### config.mk
export PLATFORM = sky130hd
export DESIGN_NAME = alu_mc
export DESIGN_NICKNAME = d
export VERILOG_FILES = /design/src/rtl/alu_pkg.sv /design/src/rtl/alu_mc_restoring_div.sv /design/src/rtl/alu_mc.sv
export SDC_FILE = /design/constraint.sdc
export NUM_CORES = 1
export LEC_CHECK = 0
export BUFFER_PORTS_ARGS = -buffer_cell sky130_fd_sc_hd__buf_4
export CAP_MARGIN = 20
export CORE_AREA = 10 10 191 193
export DETAILED_ROUTE_END_ITERATION = 8
export DIE_AREA = 0 0 201 203
export GPL_TIMING_DRIVEN = 0
export SYNTH_ARGS = -nofsm -noshare
export SYNTH_HDL_FRONTEND = slang
export SYNTH_SLANG_ARGS = --single-unit
### constraint.sdc
create_clock -name clk -period 3.7 [get_ports clk]
set_input_delay 0.37 -clock clk [delete_from_list [all_inputs] [get_ports clk]]
set_output_delay 0.37 -clock clk [all_outputs]
set_load 0.01 [all_outputs]
### src/rtl/alu_pkg.sv
// Shared opcode constants and FSM state encoding for the multi-cycle ALU.
package alu_pkg;

    localparam logic [2:0] OP_AND = 3'b000;
    localparam logic [2:0] OP_OR  = 3'b001;
    localparam logic [2:0] OP_XOR = 3'b010;
    localparam logic [2:0] OP_NOR = 3'b011;
    localparam logic [2:0] OP_SLT = 3'b100;
    localparam logic [2:0] OP_ADD = 3'b101;
    localparam logic [2:0] OP_SUB = 3'b110;
    localparam logic [2:0] OP_MOD = 3'b111;

    typedef enum logic {
        ST_IDLE = 1'b0,
        ST_RUN  = 1'b1
    } state_e;

endpackage

### src/rtl/alu_mc_restoring_div.sv
// Iterative restoring remainder datapath: one dividend bit is shifted in per step.
// The parent decides when to load and step and when the remainder is final.
module restoring_div #(
    parameter int WIDTH = 32
) (
    input  logic             clk,
    input  logic             rst,
    input  logic             load_i,
    input  logic             step_i,
    input  logic [WIDTH-1:0] a_i,
    input  logic [WIDTH-1:0] b_i,
    output logic [WIDTH-1:0] rem_next_o
);

    logic [WIDTH-1:0] rem_q, rem_d;
    logic [WIDTH-1:0] quo_q, quo_d;
    logic [WIDTH-1:0] div_q, div_d;
    logic [WIDTH:0]   trial;
    logic [WIDTH:0]   remStep;

    // The trial value needs one extra bit: it can reach 2*divisor-1 before restoring.
    always_comb begin
        trial   = {rem_q, quo_q[WIDTH-1]};
        remStep = trial;
        if (trial >= {1'b0, div_q}) begin
            remStep = trial - {1'b0, div_q};
        end
        rem_next_o = remStep[WIDTH-1:0];
    end

    always_comb begin
        rem_d = rem_q;
        quo_d = quo_q;
        div_d = div_q;
        if (load_i) begin
            rem_d = '0;
            quo_d = a_i;
            div_d = b_i;
        end else if (step_i) begin
            rem_d = rem_next_o;
            quo_d = {quo_q[WIDTH-2:0], 1'b0};
        end
    end

    always_ff @(posedge clk or posedge rst) begin
        if (rst) begin
            rem_q <= '0;
            quo_q <= '0;
            div_q <= '0;
        end else begin
            rem_q <= rem_d;
            quo_q <= quo_d;
            div_q <= div_d;
        end
    end

endmodule

### src/rtl/alu_mc.sv
// Multi-cycle ALU: single-cycle logic/arith ops, iterative unsigned MOD,
// start/busy/done handshake with registered Result and flags.
module alu_mc
    import alu_pkg::*;
#(
    parameter int WIDTH      = 32,
    parameter bit SLT_SIGNED = 1'b0
) (
    input  logic             clk,
    input  logic             rst,
    input  logic             start,
    input  logic [WIDTH-1:0] A,
    input  logic [WIDTH-1:0] B,
    input  logic [2:0]       ALUop,
    output logic [WIDTH-1:0] Result,
    output logic             done,
    output logic             busy,
    output logic             zero,
    output logic             carry,
    output logic             dbz
);

    localparam int CW = $clog2(WIDTH);

    state_e           state_q, state_d;
    logic [CW-1:0]    cnt_q, cnt_d;
    logic [WIDTH-1:0] result_q, result_d;
    logic             done_q, done_d;
    logic             zero_q, zero_d;
    logic             carry_q, carry_d;
    logic             dbz_q, dbz_d;

    logic             divLoad;
    logic             divStep;
    logic [WIDTH-1:0] remNext;
    logic [WIDTH:0]   sum;
    logic [WIDTH:0]   diff;
    logic             lt;
    logic [WIDTH-1:0] opResult;
    logic             opCarry;

    restoring_div #(.WIDTH(WIDTH)) u_div (
        .clk        (clk),
        .rst        (rst),
        .load_i     (divLoad),
        .step_i     (divStep),
        .a_i        (A),
        .b_i        (B),
        .rem_next_o (remNext)
    );

    // Bit WIDTH of the widened difference is the unsigned borrow, reused by unsigned SLT.
    always_comb begin
        sum      = {1'b0, A} + {1'b0, B};
        diff     = {1'b0, A} - {1'b0, B};
        lt       = (SLT_SIGNED != 1'b0) ? ($signed(A) < $signed(B)) : diff[WIDTH];
        opResult = '0;
        opCarry  = 1'b0;
        case (ALUop)
            OP_AND:  opResult = A & B;
            OP_OR:   opResult = A | B;
            OP_XOR:  opResult = A ^ B;
            OP_NOR:  opResult = ~(A | B);
            OP_SLT:  opResult = {{(WIDTH-1){1'b0}}, lt};
            OP_ADD:  begin opResult = sum[WIDTH-1:0];  opCarry = sum[WIDTH];  end
            OP_SUB:  begin opResult = diff[WIDTH-1:0]; opCarry = diff[WIDTH]; end
            default: opResult = '0;
        endcase
    end

    always_comb begin
        state_d  = state_q;
        cnt_d    = cnt_q;
        result_d = result_q;
        zero_d   = zero_q;
        carry_d  = carry_q;
        dbz_d    = dbz_q;
        done_d   = 1'b0;
        divLoad  = 1'b0;
        divStep  = 1'b0;
        case (state_q)
            ST_IDLE: begin
                if (start) begin
                    if (ALUop != OP_MOD) begin
                        result_d = opResult;
                        zero_d   = (opResult == '0);
                        carry_d  = opCarry;
                        dbz_d    = 1'b0;
                        done_d   = 1'b1;
                    end else if (B == '0) begin
                        result_d = A;
                        zero_d   = (A == '0);
                        carry_d  = 1'b0;
                        dbz_d    = 1'b1;
                        done_d   = 1'b1;
                    end else begin
                        divLoad  = 1'b1;
                        cnt_d    = CW'(WIDTH - 1);
                        state_d  = ST_RUN;
                    end
                end
            end
            ST_RUN: begin
                divStep = 1'b1;
                if (cnt_q == '0) begin
                    result_d = remNext;
                    zero_d   = (remNext == '0);
                    carry_d  = 1'b0;
                    dbz_d    = 1'b0;
                    done_d   = 1'b1;
                    state_d  = ST_IDLE;
                end else begin
                    cnt_d = cnt_q - 1'b1;
                end
            end
            default: state_d = ST_IDLE;
        endcase
    end

    always_ff @(posedge clk or posedge rst) begin
        if (rst) begin
            state_q  <= ST_IDLE;
            cnt_q    <= '0;
            result_q <= '0;
            done_q   <= 1'b0;
            zero_q   <= 1'b0;
            carry_q  <= 1'b0;
            dbz_q    <= 1'b0;
        end else begin
            state_q  <= state_d;
            cnt_q    <= cnt_d;
            result_q <= result_d;
            done_q   <= done_d;
            zero_q   <= zero_d;
            carry_q  <= carry_d;
            dbz_q    <= dbz_d;
        end
    end

    assign Result = result_q;
    assign done   = done_q;
    assign busy   = (state_q == ST_RUN);
    assign zero   = zero_q;
    assign carry  = carry_q;
    assign dbz    = dbz_q;

endmodule

==> run metrics <==
Cells after Synth 1945; failing checks setup timing; CTS tree yes; vias in the first global route 15600; drt pass-1 iters 6; largest net degree at the start of global routing 42; Net Switching 0.00678 W; via count 16000; Total GRT Usage 29.9%; layout cells sized above 1 17.3%; H-tree depth 4; PwrDens 759 nW/um^2; Ys Warns 0; CP Launch Point B[5]; worst hold path class input pin to flop; worst r2r src u_div.quo_q[31]$_DFFE_PP0P_; Final WS setup -0.377 ns; Reg power frac 19.9%; syn_nets 2156; Post-Synthesis Cell Area 14500 um^2; worst skew pair latency 0.42 ns; Primary FF master, synth dfrtp_1; Placed Area 16000 um^2; Max-Slew Margin vs Limit 29.2%; I/O pin count 107; Hold Worst Slack 0.303 ns; gpl congestion 0.996; Wirelength per Cell 25.1 um; number of synthesized flops with an enable pin 0; clk buf depth 2; Clock Root Buffer clkbuf_16; RSZ-0062 raised after global routing yes; crit path kind input pin to flop; Crit Path Max Fanout 3; number of non-filler instances in the completed layout 2551; Die Y 203 um; Reg2Reg Depth 16; Final Max Slew Viols 0; Final HPWL DP 51100 um; die area 40800 um^2; Iteration-0 DRC Markers 1597; VDD IR max 0.353 mV; outcome finished, violations left; WHS Path Cells 3; Post-Place Worst Slack -1.40 ns; max_cap viols 0; worst hold start B[4]; CP required 4.02 ns; Final #Nets 2310; CP arrival 4.40 ns; setup TNS -0.518 ns; FFs w/ async S/R, synth 100%; min Tclk post-route 4.08 ns; max frequency 245 MHz; DRC 0; Worst Clk Skew 0.0107 ns; Netlist cell types 92; fin crit share 110%; CP Capture Point zero$_DFFE_PP0P_; Initial Utilization 44.7%; grt ovf 0; R2R setup slack -0.18 ns; Mean Syn Cell Area 7.46 um^2; synth-to-layout area growth 21.0%; clock share of power 13.1%; Startpoint Class input pin; initial antenna violation count 1; Cell Rows 66; Crit Reg-Reg Endpoint zero$_DFFE_PP0P_; port buffer count 104; clk sinks 138; Pint 0.00654 W; ANT cells 0; core area 32500 um^2; Yosys reg bits 138; LEAKAGE 7.70 nW; dpl cells 2495; first-pass GRT wire length 95200 um; Die X 201 um; Comb power frac 67.0%; worst-margin pin slew 1.06 ns; Final Hold Fails 0; switch share 50.9%; Post-DRT Antenna Nets 0; drt via density 6.28; clock slew at reported path FFs 0.06 ns; final instance area 17500 um^2; setup violators final 2; Worst setup EP type flop; Total Wirelength 64000 um; number of buffers created by CTS 17; sequential-to-total area share from yosys stat 23.8%
==> timing repair <==
item / in CTS / in global routing
hold buffers: 1 / 0
hold endpoints to repair: 16 / 0
resized for setup: 87 / 106
endpoints found under the setup margin: 55 / 37
pin swaps: 12 / 34
buffers inserted: 12 / 20
==> area by class of cell <==
type / count / area (um^2)
Clock inverter: 11 / 149
Buffer: 114 / 589
Multi-Input combinational cell: 1539 / 10600
Fill cell: 3290 / 14900
Clock buffer: 18 / 439
Sequential cell: 138 / 3450
Tap cell: 442 / 553
Inverter: 147 / 599
Timing Repair Buffer: 142 / 1130
==> cell usage in the layout, fill, tap and decap left out, types with 13 or more instances in the layout <==
cell type	netlist	final
clkinvlp_4	0	13
xnor2_1	33	31
dfrtp_1	138	137
a31oi_1	24	22
o21bai_1	19	16
ha_1	138	123
inv_1	146	130
o21ai_0	198	191
nor4_1	35	31
o31ai_1	20	19
nor2_1	178	177
o21a_1	14	14
clkbuf_2	0	15
a21o_1	41	41
nand4_1	29	29
o211ai_1	21	21
a21oi_1	179	166
nand3_1	49	49
nor3_1	28	25
a211oi_1	67	55
nand2b_1	22	22
buf_4	1	137
clkbuf_1	95	70
clkbuf_16	0	17
and3_1	15	15
mux2i_1	31	23
nand2_1	186	186
==> cell usage after synthesis (all sizes together), types with 17 or more instances <==
cell / count / area, um^2
o211ai: 22 / 170
nand4: 29 / 181
nand3: 49 / 245
nand2b: 22 / 138
nor4: 35 / 219
a31oi: 25 / 171
a211oi: 67 / 503
buf: 17 / 91.3
a21o: 43 / 325
inv: 147 / 552
o31ai: 20 / 150
nand2: 186 / 698
clkbuf: 104 / 468
nor3: 28 / 140
mux2i: 31 / 310
a21oi: 179 / 896
dfrtp: 138 / 3450
nor2: 179 / 674
o21ai: 199 / 996
ha: 138 / 1730
o21bai: 20 / 154
xnor2: 33 / 289
==> worst min-delay path by stage <==
stage / end / slack [ns]
floorplan: u_div.div_q[10]$_DFFE_PP0P_ / 0.45
global placement: Result[12]$_DFFE_PP0P_ / 0.46
detailed placement: u_div.div_q[4]$_DFFE_PP0P_ / 0.41
CTS: u_div.div_q[3]$_DFFE_PP0P_ / 0.29
global route: u_div.div_q[4]$_DFFE_PP0P_ / 0.31
finish: u_div.div_q[4]$_DFFE_PP0P_ / 0.30
==> flip-flops by register name, indices dropped and copies added, names as in the netlist <==
| register | flops |
|---|---|
| cnt_q | 5 |
| zero | 1 |
| dbz | 1 |
| done | 1 |
| busy | 1 |
| Result | 32 |
| u_div.quo_q | 32 |
| u_div.rem_q | 32 |
| u_div.div_q | 32 |
| carry | 1 |
==> cell families (layout without fill, tap and decap cells) <==
family,count (synthesis),after routing,synth area share (%)
compound gates,706,706,31.2
xor+xnor,45,45,2.72
fa+ha+maj,141,141,12.3
buf+inv,268,432,7.66
flops,138,138,23.8
mux,35,35,2.45
simple gates,612,612,19.9
==> layer usage <==
layer  global-route usage (%)  vias to the layer above  wire length, um
li1                         -                     7345                -
met1                     39.4                     7783            27300
met2                     47.8                      743            28800
met3                     4.55                      154             4910
met4                     12.8                        2             2950
met5                        0                        -               11
==> power by group through the flow <==
stage / combinational [W] / clock (W) / sequential [W]
2_1_floorplan: 0.00533 / 0 / 0.00255
3_3_place_gp: 0.00789 / 0 / 0.00262
3_5_place_dp: 0.00794 / 0 / 0.00262
4_1_cts: 0.00833 / 0.00176 / 0.00262
5_1_grt: 0.00963 / 0.00182 / 0.00270
6_report: 0.00893 / 0.00175 / 0.00265
==> critical path: stages <==
cell and delay [ns]:
buf_8 0.08, clkinvlp_4 0.12, ha_4 0.28, buf_8 0.12, or3_4 0.38, o21bai_4 0.19
o211ai_4 0.12, a31oi_4 0.13, a221oi_2 0.32, or3b_1 0.38, a31o_1 0.21, or4_1 0.53
or4_4 0.54, nor3_4 0.16, nand4_1 0.18, o41ai_2 0.30
==> per-stage QoR <==
stage	util (%)	power, W
after global routing	54.1	0.0142
final	54.1	0.0133
after global placement	48.9	0.0105
after floorplan	-	0.00788
after detailed placement	49.2	0.0106
after CTS	52.3	0.0127
Note: power is estimated with default switching activity, not from simulation.
